<file path="src/rtl/branch_resolve.sv">
// branch_resolve: execute-stage branch decision and front-end redirect/flush.
// Decides bne/blt/jump from the comparator flags. On a taken acceptance it
// emits a one-cycle registered redirect and holds flush for FLUSH_CYCLES
// cycles, refusing new instructions until the flush window has elapsed.
// Optional feature: define BRANCH_STATS_EN to add the 16-bit taken_count_o
// counter of taken acceptances, wrapping at 0xFFFF.
//
// state | meaning
// IDLE  | ready for a branch-class instruction (unless stalled)
// FLUSH | redirect issued, younger IF/ID being squashed; counter runs down
module branch_resolve #(
  parameter int PC_W         = 32,
  parameter int FLUSH_CYCLES = 2
) (
  input  logic            clock_i,
  input  logic            reset_n_i,
  input  logic            in_valid_i,
  input  logic [1:0]      br_type_i,
  input  logic            cmp_eq_i,
  input  logic            cmp_gt_i,
  input  logic [PC_W-1:0] pc_plus1_i,
  input  logic [PC_W-1:0] target_i,
  input  logic            stall_i,
  output logic            in_ready_o,
  output logic            redirect_o,
  output logic [PC_W-1:0] redirect_pc_o,
  output logic            flush_o
`ifdef BRANCH_STATS_EN
  ,
  output logic [15:0]     taken_count_o
`endif
);

  typedef enum logic {IDLE = 1'b0, FLUSH = 1'b1} state_t;

  localparam logic [1:0] BR_NONE = 2'b00;
  localparam logic [1:0] BR_BNE  = 2'b01;
  localparam logic [1:0] BR_BLT  = 2'b10;
  localparam logic [1:0] BR_JUMP = 2'b11;

  // The counter only needs to cover 1..15.
  localparam logic [3:0] FLUSH_LOAD = 4'(FLUSH_CYCLES);

  state_t          state_q, state_d;
  logic [3:0]      cnt_q, cnt_d;
  logic            redirect_q, redirect_d;
  logic [PC_W-1:0] redirect_pc_q, redirect_pc_d;
  logic            taken;
  logic            accept;

  // The sequential successor is not needed: not-taken simply falls through.
  logic unused_pc_plus1;
  assign unused_pc_plus1 = ^pc_plus1_i;

  // Branch decision from the signed comparator flags (rd vs rs).
  always_comb begin
    taken = 1'b0;
    case (br_type_i)
      BR_NONE: taken = 1'b0;
      BR_BNE:  taken = !cmp_eq_i;
      BR_BLT:  taken = !cmp_eq_i && !cmp_gt_i;
      BR_JUMP: taken = 1'b1;
      default: taken = 1'b0;
    endcase
  end

  assign in_ready_o = (state_q == IDLE) && !stall_i;
  assign accept     = in_valid_i && in_ready_o;

  // Next-state: launch redirect/flush on a taken acceptance, run the flush down.
  always_comb begin
    state_d       = state_q;
    cnt_d         = cnt_q;
    redirect_d    = 1'b0;
    redirect_pc_d = redirect_pc_q;
    case (state_q)
      IDLE: begin
        if (accept && taken) begin
          state_d       = FLUSH;
          cnt_d         = FLUSH_LOAD;
          redirect_d    = 1'b1;
          redirect_pc_d = target_i;
        end
      end
      FLUSH: begin
        // Runs independently of stall so the squash window is fixed length.
        if (cnt_q <= 4'd1) begin
          state_d = IDLE;
          cnt_d   = 4'd0;
        end else begin
          cnt_d = cnt_q - 4'd1;
        end
      end
      default: begin
        state_d = IDLE;
        cnt_d   = 4'd0;
      end
    endcase
  end

  // State, counter and redirect registers; reset aborts any flush in progress.
  always_ff @(posedge clock_i or negedge reset_n_i) begin
    if (!reset_n_i) begin
      state_q       <= IDLE;
      cnt_q         <= 4'd0;
      redirect_q    <= 1'b0;
      redirect_pc_q <= '0;
    end else begin
      state_q       <= state_d;
      cnt_q         <= cnt_d;
      redirect_q    <= redirect_d;
      redirect_pc_q <= redirect_pc_d;
    end
  end

  assign redirect_o    = redirect_q;
  assign redirect_pc_o = redirect_pc_q;
  // FLUSH lasts exactly FLUSH_CYCLES cycles and begins with the redirect cycle.
  assign flush_o       = (state_q == FLUSH);

`ifdef BRANCH_STATS_EN
  logic [15:0] taken_count_q, taken_count_d;

  // Taken-acceptance counter, free-running wrap.
  always_comb begin
    taken_count_d = taken_count_q;
    if (accept && taken) taken_count_d = taken_count_q + 16'd1;
  end

  // Statistics register.
  always_ff @(posedge clock_i or negedge reset_n_i) begin
    if (!reset_n_i) taken_count_q <= 16'd0;
    else            taken_count_q <= taken_count_d;
  end

  assign taken_count_o = taken_count_q;
`endif

endmodule

</file>
<file path="config.mk">
export PLATFORM = sky130hd
export DESIGN_NAME = branch_resolve
export DESIGN_NICKNAME = d
export VERILOG_FILES = /design/src/rtl/branch_resolve.sv
export SDC_FILE = /design/constraint.sdc
export NUM_CORES = 1
export LEC_CHECK = 0
export ABC_AREA = 1
export CAP_MARGIN = 20
export CORE_MARGIN = 3
export CORE_UTILIZATION = 38
export CTS_CLUSTER_SIZE = 24
export DETAILED_ROUTE_END_ITERATION = 10
export PLACE_DENSITY = 0.91
export SLEW_MARGIN = 20
export SYNTH_ARGS = -nofsm -noshare
export SYNTH_HDL_FRONTEND = slang
export SYNTH_SLANG_ARGS = --single-unit
</file>
<file path="constraint.sdc">
create_clock -name clock_i -period 2.4 [get_ports clock_i]
set_input_delay 0.48 -clock clock_i [delete_from_list [all_inputs] [get_ports clock_i]]
set_output_delay 0.48 -clock clock_i [all_outputs]
set_load 0.01 [all_outputs]
</file>
==> results_dict.tcl, run 1 <==
set metrics [dict create \
    status "finished clean" \
    grt_overflow 0 \
    use_met2_pct 26.8 \
    synth_nets 257 \
    post-place-ws_ps 325 \
    final_area_um2 2470 \
    vias 1366 \
    fin_skew_ps 3.03 \
    placed_area_um2 2350 \
    power_leakage_uw 0.00126 \
    met3_usage_pct 7.67 \
    synth_common_cells "109 x nand2_1, 38 x dfrtp_1, 8 x inv_1, 7 x buf_6, 4 x nand3_1" \
    place.gp.congestion 0.745 \
    fin_util_pct 64.0 \
    seq_area_um2 951 \
    power.density_nw_per_um2 1070 \
    grt_pass1_vias 1409 \
    crit_fanout 2 \
    r2r_end "flush_o$_DFF_PN0_" \
    swShare_pct 30.9 \
    yosysTopAreaCell "dfrtp_1" \
    r2r_cells 5 \
    num_antenna_cells 0 \
    fillCellCount 341 \
    globalRouteMet1Util_pct 18.7 \
    ys_async_sr_fraction_pct 100 \
    power_frac_comb_pct 40.2 \
    routed_wirelength_um 3680 \
    dr.pass1.iters 4 \
    die_h_um 70.9 \
    syn2layout_area_growth_pct 54.0 \
    ir_worst_vdd_mv 0.578 \
    fin_nets 334 \
    clkTransAtPathRegs_ps 70 \
    synth_edf_count 0 \
    die-area_um2 5030 \
    critical_path_required_ps 1920 \
    synth_top_area_share_pct 59.4 \
    ys_ff_latch 38 \
    tightest_slew_ps 822 \
    synthTopCellsByArea "dfrtp_1 59%, nand2_1 26%, buf_6 4.9%" \
    h-tree-depth 2 \
    period_needed_ps 2070 \
    hold_violations 0 \
    relSlewSlack_pct 45.2 \
    reg2reg_from "cnt_q[1]$_DFFE_PN0P_" \
    fp.coreArea_um2 3850 \
    finalCritPeriodShare_pct 86.3 \
    arrival_ps 1590 \
    syn_avg_cell_area_um2 8.75 \
    r2r_slack_ps 970 \
    gr-usage-all-layers_pct 16.1 \
    hp-class "in2async" \
    avgRoutedWirePerCell_um 12.0 \
    multi_input_area_um2 534 \
    port_buffers 74 \
    start_kind "input pin" \
    grt_pass1_wl_um 6340 \
    fmax_mhz 483 \
    cts.sinks 38 \
    tns_ps 0 \
    setup_slack_ps 330 \
    postRouteAntennaNets 0 \
    antenna_found_initial 0 \
    grt-busiest-layer "met2" \
    yosys_warnings 0 \
    via_per_inst 4.44 \
    timing.max_cap.violations 0 \
    setup_viol_count_final 0 \
    p_int_uw 1820 \
    die_w_um 70.9 \
    p_seq_share_pct 39.4 \
    cts_tree "built" \
    pwr-share-clk_pct 20.4 \
    dp_hpwl_um 2740 \
    start_util_pct 41.6 \
    pin_count 107 \
    final-max-slew-violation-count 0 \
    mappedNetlistArea_um2 1600 \
    synth.most_common_cell "nand2_1" \
    layout-drive-gt1-share_pct 6.54 \
    ys_seq_area_share_pct 59.4 \
    drtIter0Drc 29 \
    clk_latency_ps 280 \
    end_kind "output pin" \
    synthDistinctLibCells 17 \
    cts_setup_buffers 0 \
    cts_resized 0 \
    grt_max_degree 39 \
    drc 0 \
    row_count 22 \
    critPathKind "in2out" \
    ys.flop_type "dfrtp_1" \
    p_sw_uw 815 \
    rsz0062_at_grt "no" \
    cts_buffer_depth 2 \
    hold_buffers 0 \
    syn_inst 183 \
    ctsRootBufferMaster "clkbuf_8" \
    cts_buffers 5 \
]
==> routing by layer <==
metal | vias up | wire (µm)
li1 | 695 | -
met1 | 610 | 1500
met2 | 59 | 1840
met3 | 2 | 333
met4 | 0 | 15
met5 | - | 0
==> power by group through the flow <==
stage | Clock [µW] | Sequential, µW | Combinational (µW)
6_report | 539 | 1040 | 1060
5_1_grt | 588 | 1080 | 1180
4_1_cts | 556 | 1040 | 1080
3_5_place_dp | 0 | 1050 | 1070
3_3_place_gp | 0 | 1040 | 1040
2_1_floorplan | 0 | 1140 | 358
==> cell type report <==
type,instances,share of cell area [%]
flip-flops and latches,38,38.6
multi-input cells,128,21.7
clock buffers,6,3.35
repair buffers,77,31.3
well taps,48,2.44
clock inverters,1,1.22
inverters,10,1.52
==> stage by stage <==
stage	total power (µW)	hold WS [ps]	instances
detailed placement	2120	464	301
finish	2640	293	308
floorplan	1500	184	183
global route	2840	352	308
CTS	2680	314	308
global placement	2070	461	301
==> flip-flops by register name (all words and copies together), names as in the netlist <==
register and flops:
redirect_o 1, redirect_pc_o 32, flush_o 1, cnt_q 4
==> cell usage in the layout, fill, tap and decap left out, types with 2 or more instances in the layout <==
cell type        instances
nand2_1                109
clkdlybuf4s50_1         73
dfrtp_1                 38
inv_1                    8
clkbuf_8                 6
nand3_1                  4
nor2_1                   3
inv_2                    2
o21ai_0                  2
ha_1                     2
buf_4                    2
==> critical path, cell delays in order <==
cell	delay, ps
clkdlybuf4s50_1	390
inv_1	60
nand2_2	70
inv_1	50
clkdlybuf4s50_1	540
==> worst max-delay path by stage <==
stage / from / endpoint / slack, ps / depth (start not counted)
3_5_place_dp: stall_i / in_ready_o / 320 / 5
2_1_floorplan: cnt_q[0]$_DFFE_PN0P_ / flush_o$_DFF_PN0_ / 1120 / 5
5_1_grt: stall_i / in_ready_o / 280 / 5
4_1_cts: stall_i / in_ready_o / 320 / 5
6_report: stall_i / in_ready_o / 330 / 5
3_3_place_gp: stall_i / in_ready_o / 340 / 5
==> cells by family (layout without fill, tap and decap cells) <==
family | Yosys count | count (layout) | synth area share, %
compound gates | 4 | 4 | 1.56
fa+ha+maj | 2 | 2 | 1.56
buf+inv | 17 | 94 | 7.27
simple gates | 121 | 121 | 29.7
flops | 38 | 38 | 59.4
xor+xnor | 1 | 1 | 0.547
Power figures use the tool's default switching activity.
==> run 2, diff against run 1 <==
--- a/config.mk
+++ b/config.mk
@@ -8,10 +8,10 @@
 export ABC_AREA = 1
 export CAP_MARGIN = 20
 export CORE_MARGIN = 3
-export CORE_UTILIZATION = 38
+export CORE_UTILIZATION = 32
 export CTS_CLUSTER_SIZE = 24
 export DETAILED_ROUTE_END_ITERATION = 10
-export PLACE_DENSITY = 0.91
+export PLACE_DENSITY = 0.82
 export SLEW_MARGIN = 20
 export SYNTH_ARGS = -nofsm -noshare
 export SYNTH_HDL_FRONTEND = slang
==> constraint.sdc (replaced) <==
create_clock -name clock_i -period 1.7 [get_ports clock_i]
set_input_delay 0.34 -clock clock_i [delete_from_list [all_inputs] [get_ports clock_i]]
set_output_delay 0.34 -clock clock_i [all_outputs]
set_load 0.01 [all_outputs]
==> run 2 against run 1 <==
Effect of this change:
- total power rose by 36%
- global-route usage fell by 2.7 points
- cell area rose by 2.0%
- flip-flop and latch count did not move
- sequential share of layout area fell by 0.77 points
- non-clock buffer count rose by 6
- critical endpoint is now flush_o
- largest cell class unchanged
- highest routed layer unchanged
==> results_dict.tcl, run 2 (synthesis gave the netlist of run 1 again) <==
set metrics [dict create \
    via_per_inst 4.26 \
    tightest_slew_ps 206 \
    cp.depth 1 \
    hold_violations 0 \
    timing.max_cap.violations 0 \
    finalCritPeriodShare_pct 93.9 \
    cts_buffers 5 \
    routed_wirelength_um 3700 \
    gr-usage-all-layers_pct 13.4 \
    layout-drive-gt1-share_pct 8.30 \
    multi_input_area_um2 534 \
    hold_buffers 0 \
    grt_overflow 0 \
    start_util_pct 33.5 \
    antenna_found_initial 0 \
    final_area_um2 2520 \
    drtIter0Drc 48 \
    critical_path_required_ps 1360 \
    pwr-share-clk_pct 16.5 \
    r2r_cells 5 \
    p_seq_share_pct 40.9 \
    cts.sinks 38 \
    postRouteAntennaNets 0 \
    hp-class "in2async" \
    arrival_ps 1260 \
    syn2layout_area_growth_pct 57.1 \
    fmax_mhz 627 \
    power_frac_comb_pct 42.5 \
    drc 0 \
    num_antenna_cells 0 \
    rsz0062_at_grt "no" \
    grt_pass1_vias 1457 \
    max_stage_delay_ps 570 \
    port_buffers 74 \
    fillCellCount 469 \
    die_w_um 76.7 \
    p_int_uw 2440 \
    dp_hpwl_um 2820 \
    die-area_um2 5890 \
    final_common_cell "nand2_1" \
    period_needed_ps 1600 \
    placed_area_um2 2430 \
    cts_buffer_depth 2 \
    finalPower_uw 3570 \
    end_kind "output pin" \
    final_cell_mix "109 x nand2_1, 72 x clkdlybuf4s50_1, 38 x dfrtp_1, 8 x inv_1, 7 x buf_4" \
    critPathBufInv 1 \
    critPathKind "reg2out" \
    ctsRootBufferMaster "clkbuf_8" \
    clk_latency_ps 280 \
    dr.pass1.iters 4 \
    grt_pass1_wl_um 6430 \
    power.density_nw_per_um2 1420 \
    slowest_stage "clkdlybuf4s50_1" \
    crit_fanout 4 \
    seq_area_um2 951 \
    power_leakage_uw 0.00128 \
    crit_chain "clkdlybuf4s50_1" \
    setup_viol_count_final 0 \
    final-max-slew-violation-count 0 \
    avgRoutedWirePerCell_um 11.1 \
    fp.coreArea_um2 4790 \
    relSlewSlack_pct 86.2 \
    clkTransAtPathRegs_ps 70 \
    grt_max_degree 39 \
    h-tree-depth 2 \
    p_sw_uw 1130 \
    die_h_um 76.7 \
    largest_register_ff_count 32 \
    fin_nets 340 \
    place.gp.congestion 0.709 \
    status "finished clean" \
    holdWs_ps 4.13 \
    cts_tree "built" \
    vias 1415 \
    ir_worst_vdd_mv 0.573 \
    start_kind "flop" \
    path_delay_family "buffers and inverters" \
    fin_skew_ps 3.24 \
    pin_count 107 \
    row_count 25 \
    swShare_pct 31.7 \
]
run 2: what timing repair did:
item                       in CTS  in global routing
buffers inserted                1                  0
setup endpoints to repair       1                  0
gates resized for setup         1                  0
run 2: metal layers:
metal	vias to the layer above	track usage, %	routed length [µm]
met5	-	0	0
met1	655	15.1	1580
met3	5	5.05	271
met4	0	3.80	39
met2	46	23.4	1810
li1	709	-	-
run 2: worst paths after layout:
path                                               startpoint                             to  slack (ps)
worst max-delay path                        flush_o$_DFF_PN0_                        flush_o         100
worst min-delay path                                reset_n_i  redirect_pc_o[17]$_DFFE_PN0P_           4
worst max register to register           cnt_q[1]$_DFFE_PN0P_              flush_o$_DFF_PN0_         320
worst min register to register  redirect_pc_o[25]$_DFFE_PN0P_  redirect_pc_o[25]$_DFFE_PN0P_         480
max in group asynchronous                           reset_n_i  redirect_pc_o[26]$_DFFE_PN0P_        1500
min in group clock_i            redirect_pc_o[25]$_DFFE_PN0P_  redirect_pc_o[25]$_DFFE_PN0P_         480
run 2: power by group through the flow:
stage / registers, µW / logic [µW] / clock network, µW
2_1_floorplan: 1610 / 505 / 0
3_3_place_gp: 1460 / 1490 / 0
6_report: 1460 / 1520 / 591
5_1_grt: 1510 / 1670 / 652
3_5_place_dp: 1480 / 1530 / 0
4_1_cts: 1470 / 1550 / 617
run 2: metrics by stage:
stage                     utilization [%]  worst slack (ps)  std cells  setup TNS [ps]
after global routing                 52.6              44.5        332               0
after CTS                            52.6              79.6        332               0
after floorplan                         -               424        183               0
after detailed placement             50.7             -66.4        325           -66.4
after global placement               50.7             -61.6        325           -61.6
final                                52.6               104        332               0
run 2: layout make-up:
class / instances / share of cell area, %
Timing Repair Buffer: 83 / 32.9
Clock buffer: 6 / 3.28
Multi-Input combinational cell: 128 / 21.2
Sequential cell: 38 / 37.8
Tap cell: 67 / 3.33
Inverter: 10 / 1.49
==> run 3, diff against run 2 <==
==> constraint.sdc (replaced) <==
create_clock -name clock_i -period 1.7 [get_ports clock_i]
set_input_delay 0.34 -clock clock_i [delete_from_list [all_inputs] [get_ports clock_i]]
set_output_delay 0.34 -clock clock_i [all_outputs]
set_load 0.02 [all_outputs]
==> run 3 against run 2 <==
Effect of this change:
- the run now ends with negative hold slack left
- critical path depth did not move
- clock power about the same
- die area did not move
- sequential power is essentially flat
- total power is 6.4% higher
- non-clock buffer count fell by 1
- final cell count fell by 0.30%
- via count increased by 1.5%
- hold slack worse by 4.2 ps
- maximum frequency increased by 0.16%
==> results_dict.tcl, run 3 (synthesis gave the netlist of run 1 again) <==
set metrics [dict create \
    clkTransAtPathRegs_ps 70 \
    timing.max_cap.violations 0 \
    multi_input_area_um2 534 \
    period_needed_ps 1590 \
    ir_worst_vdd_mv 0.590 \
    tightest_slew_ps 236 \
    largest_register_ff_count 32 \
    postRouteAntennaNets 0 \
    swShare_pct 36.1 \
    critPathKind "reg2out" \
    final-max-slew-violation-count 0 \
    fmax_mhz 628 \
    avgRoutedWirePerCell_um 11.1 \
    pin_count 107 \
    setup_viol_count_final 0 \
    clk_latency_ps 280 \
    critical_path_required_ps 1360 \
    crit_chain "clkdlybuf4s50_1" \
    seq_area_um2 951 \
    fin_nets 339 \
    final_cell_mix "109 x nand2_1, 71 x clkdlybuf4s50_1, 38 x dfrtp_1, 8 x inv_1" \
    path_delay_family "buffers and inverters" \
    power_frac_comb_pct 46.0 \
    cts_tree "built" \
    start_kind "flop" \
    power.density_nw_per_um2 1510 \
    antenna_found_initial 0 \
    pwr-share-clk_pct 15.6 \
    p_int_uw 2430 \
    hp-class "in2async" \
    power_leakage_uw 0.00129 \
    grt_overflow 0 \
    cts_buffer_depth 2 \
    drtIter0Drc 54 \
    ctsRootBufferMaster "clkbuf_8" \
    dpl.cell_count 325 \
    rsz0062_at_grt "no" \
    holdWs_ps -0.0901 \
    status "finished with violations" \
    gr-usage-all-layers_pct 13.2 \
    fp.coreArea_um2 4790 \
    finalCritPeriodShare_pct 93.7 \
    h-tree-depth 2 \
    grt_pass1_vias 1438 \
    critPathBufInv 1 \
    hold_violations 1 \
    final_cell_count_no_fill 331 \
    layout-drive-gt1-share_pct 7.95 \
    drc 0 \
    vias 1436 \
    dr.pass1.iters 4 \
    max_stage_delay_ps 620 \
    port_buffers 74 \
    placed_area_um2 2430 \
    dp_hpwl_um 2800 \
    arrival_ps 1250 \
    syn2layout_area_growth_pct 56.8 \
    grt_pass1_wl_um 6330 \
    fillCellCount 462 \
    grt_max_degree 39 \
    p_sw_uw 1370 \
    via_per_inst 4.34 \
    end_kind "output pin" \
    row_count 25 \
    start_util_pct 33.5 \
    die_w_um 76.7 \
    p_seq_share_pct 38.4 \
    final_common_cell "nand2_1" \
    final_area_um2 2510 \
    num_antenna_cells 0 \
    routed_wirelength_um 3680 \
    cts_buffers 5 \
    crit_fanout 2 \
    cts.sinks 38 \
    violations "negative hold slack" \
    die_h_um 76.7 \
    slowest_stage "clkdlybuf4s50_1" \
    relSlewSlack_pct 84.2 \
    fin_skew_ps 4.07 \
    place.gp.congestion 0.709 \
    post-place-ws_ps -131 \
    fin_util_pct 52.5 \
    die-area_um2 5890 \
    setup_slack_ps 107 \
]
==> run 3: path summary, 6_finish.rpt <==
kind,startpoint,to,slack [ps],cells past startpoint
max,redirect_pc_o[3]$_DFFE_PN0P_,redirect_pc_o[3],110,1
min in group clock_i,redirect_pc_o[25]$_DFFE_PN0P_,redirect_pc_o[25]$_DFFE_PN0P_,480,2
min,reset_n_i,redirect_pc_o[17]$_DFFE_PN0P_,-0.09,2
max in group asynchronous,reset_n_i,redirect_pc_o[0]$_DFFE_PN0P_,1500,2
max reg2reg,flush_o$_DFF_PN0_,redirect_pc_o[1]$_DFFE_PN0P_,270,9
min reg2reg,redirect_pc_o[25]$_DFFE_PN0P_,redirect_pc_o[25]$_DFFE_PN0P_,480,2
==> run 3: power by group through the flow <==
stage | Clock, µW | Combinational, µW | Sequential [µW]
floorplan | 0 | 508 | 1850
global placement | 0 | 1740 | 1460
detailed placement | 0 | 1780 | 1480
CTS | 616 | 1780 | 1470
global route | 642 | 1890 | 1520
finish | 593 | 1750 | 1460
==> run 3: final cells by class <==
type | count | share of cell area (%)
Multi-Input combinational cell | 128 | 21.3
Timing Repair Buffer | 82 | 32.7
Tap cell | 67 | 3.34
Clock buffer | 6 | 3.29
Sequential cell | 38 | 37.9
Inverter | 10 | 1.49
==> run 3: per-stage QoR <==
step	TNS (ps)	total power (µW)	hold WS (ps)
after global placement	-130	3200	322
after floorplan	0	2360	44.4
final	0	3800	-0.0901
after global routing	0	4050	27.0
after CTS	0	3860	12.6
after detailed placement	-135	3260	323
==> run 3: repair_timing <==
action	in CTS	in global routing
gates cloned	0	0
pin swaps	0	0
gates resized for setup	1	1
hold endpoints to repair	0	0
setup endpoints to repair	1	1
hold buffers	0	0
buffers inserted	0	0
==> run 3: worst register-to-register path, cell delays in order, from the launching register on <==
cell and delay, ps:
dfrtp_1 420, inv_2 130, nand2_2 60, buf_4 130, nor2_2 80, nand3_2 110
inv_2 140, buf_4 180, nand2_1 60, nand2_1 70
==> run 3: layer usage <==
layer,wire (µm),up-vias,track usage [%]
li1,-,709,-
met1,1540,674,14.3
met2,1800,48,23.2
met3,306,5,5.63
met4,31,0,3.80
met5,0,-,0
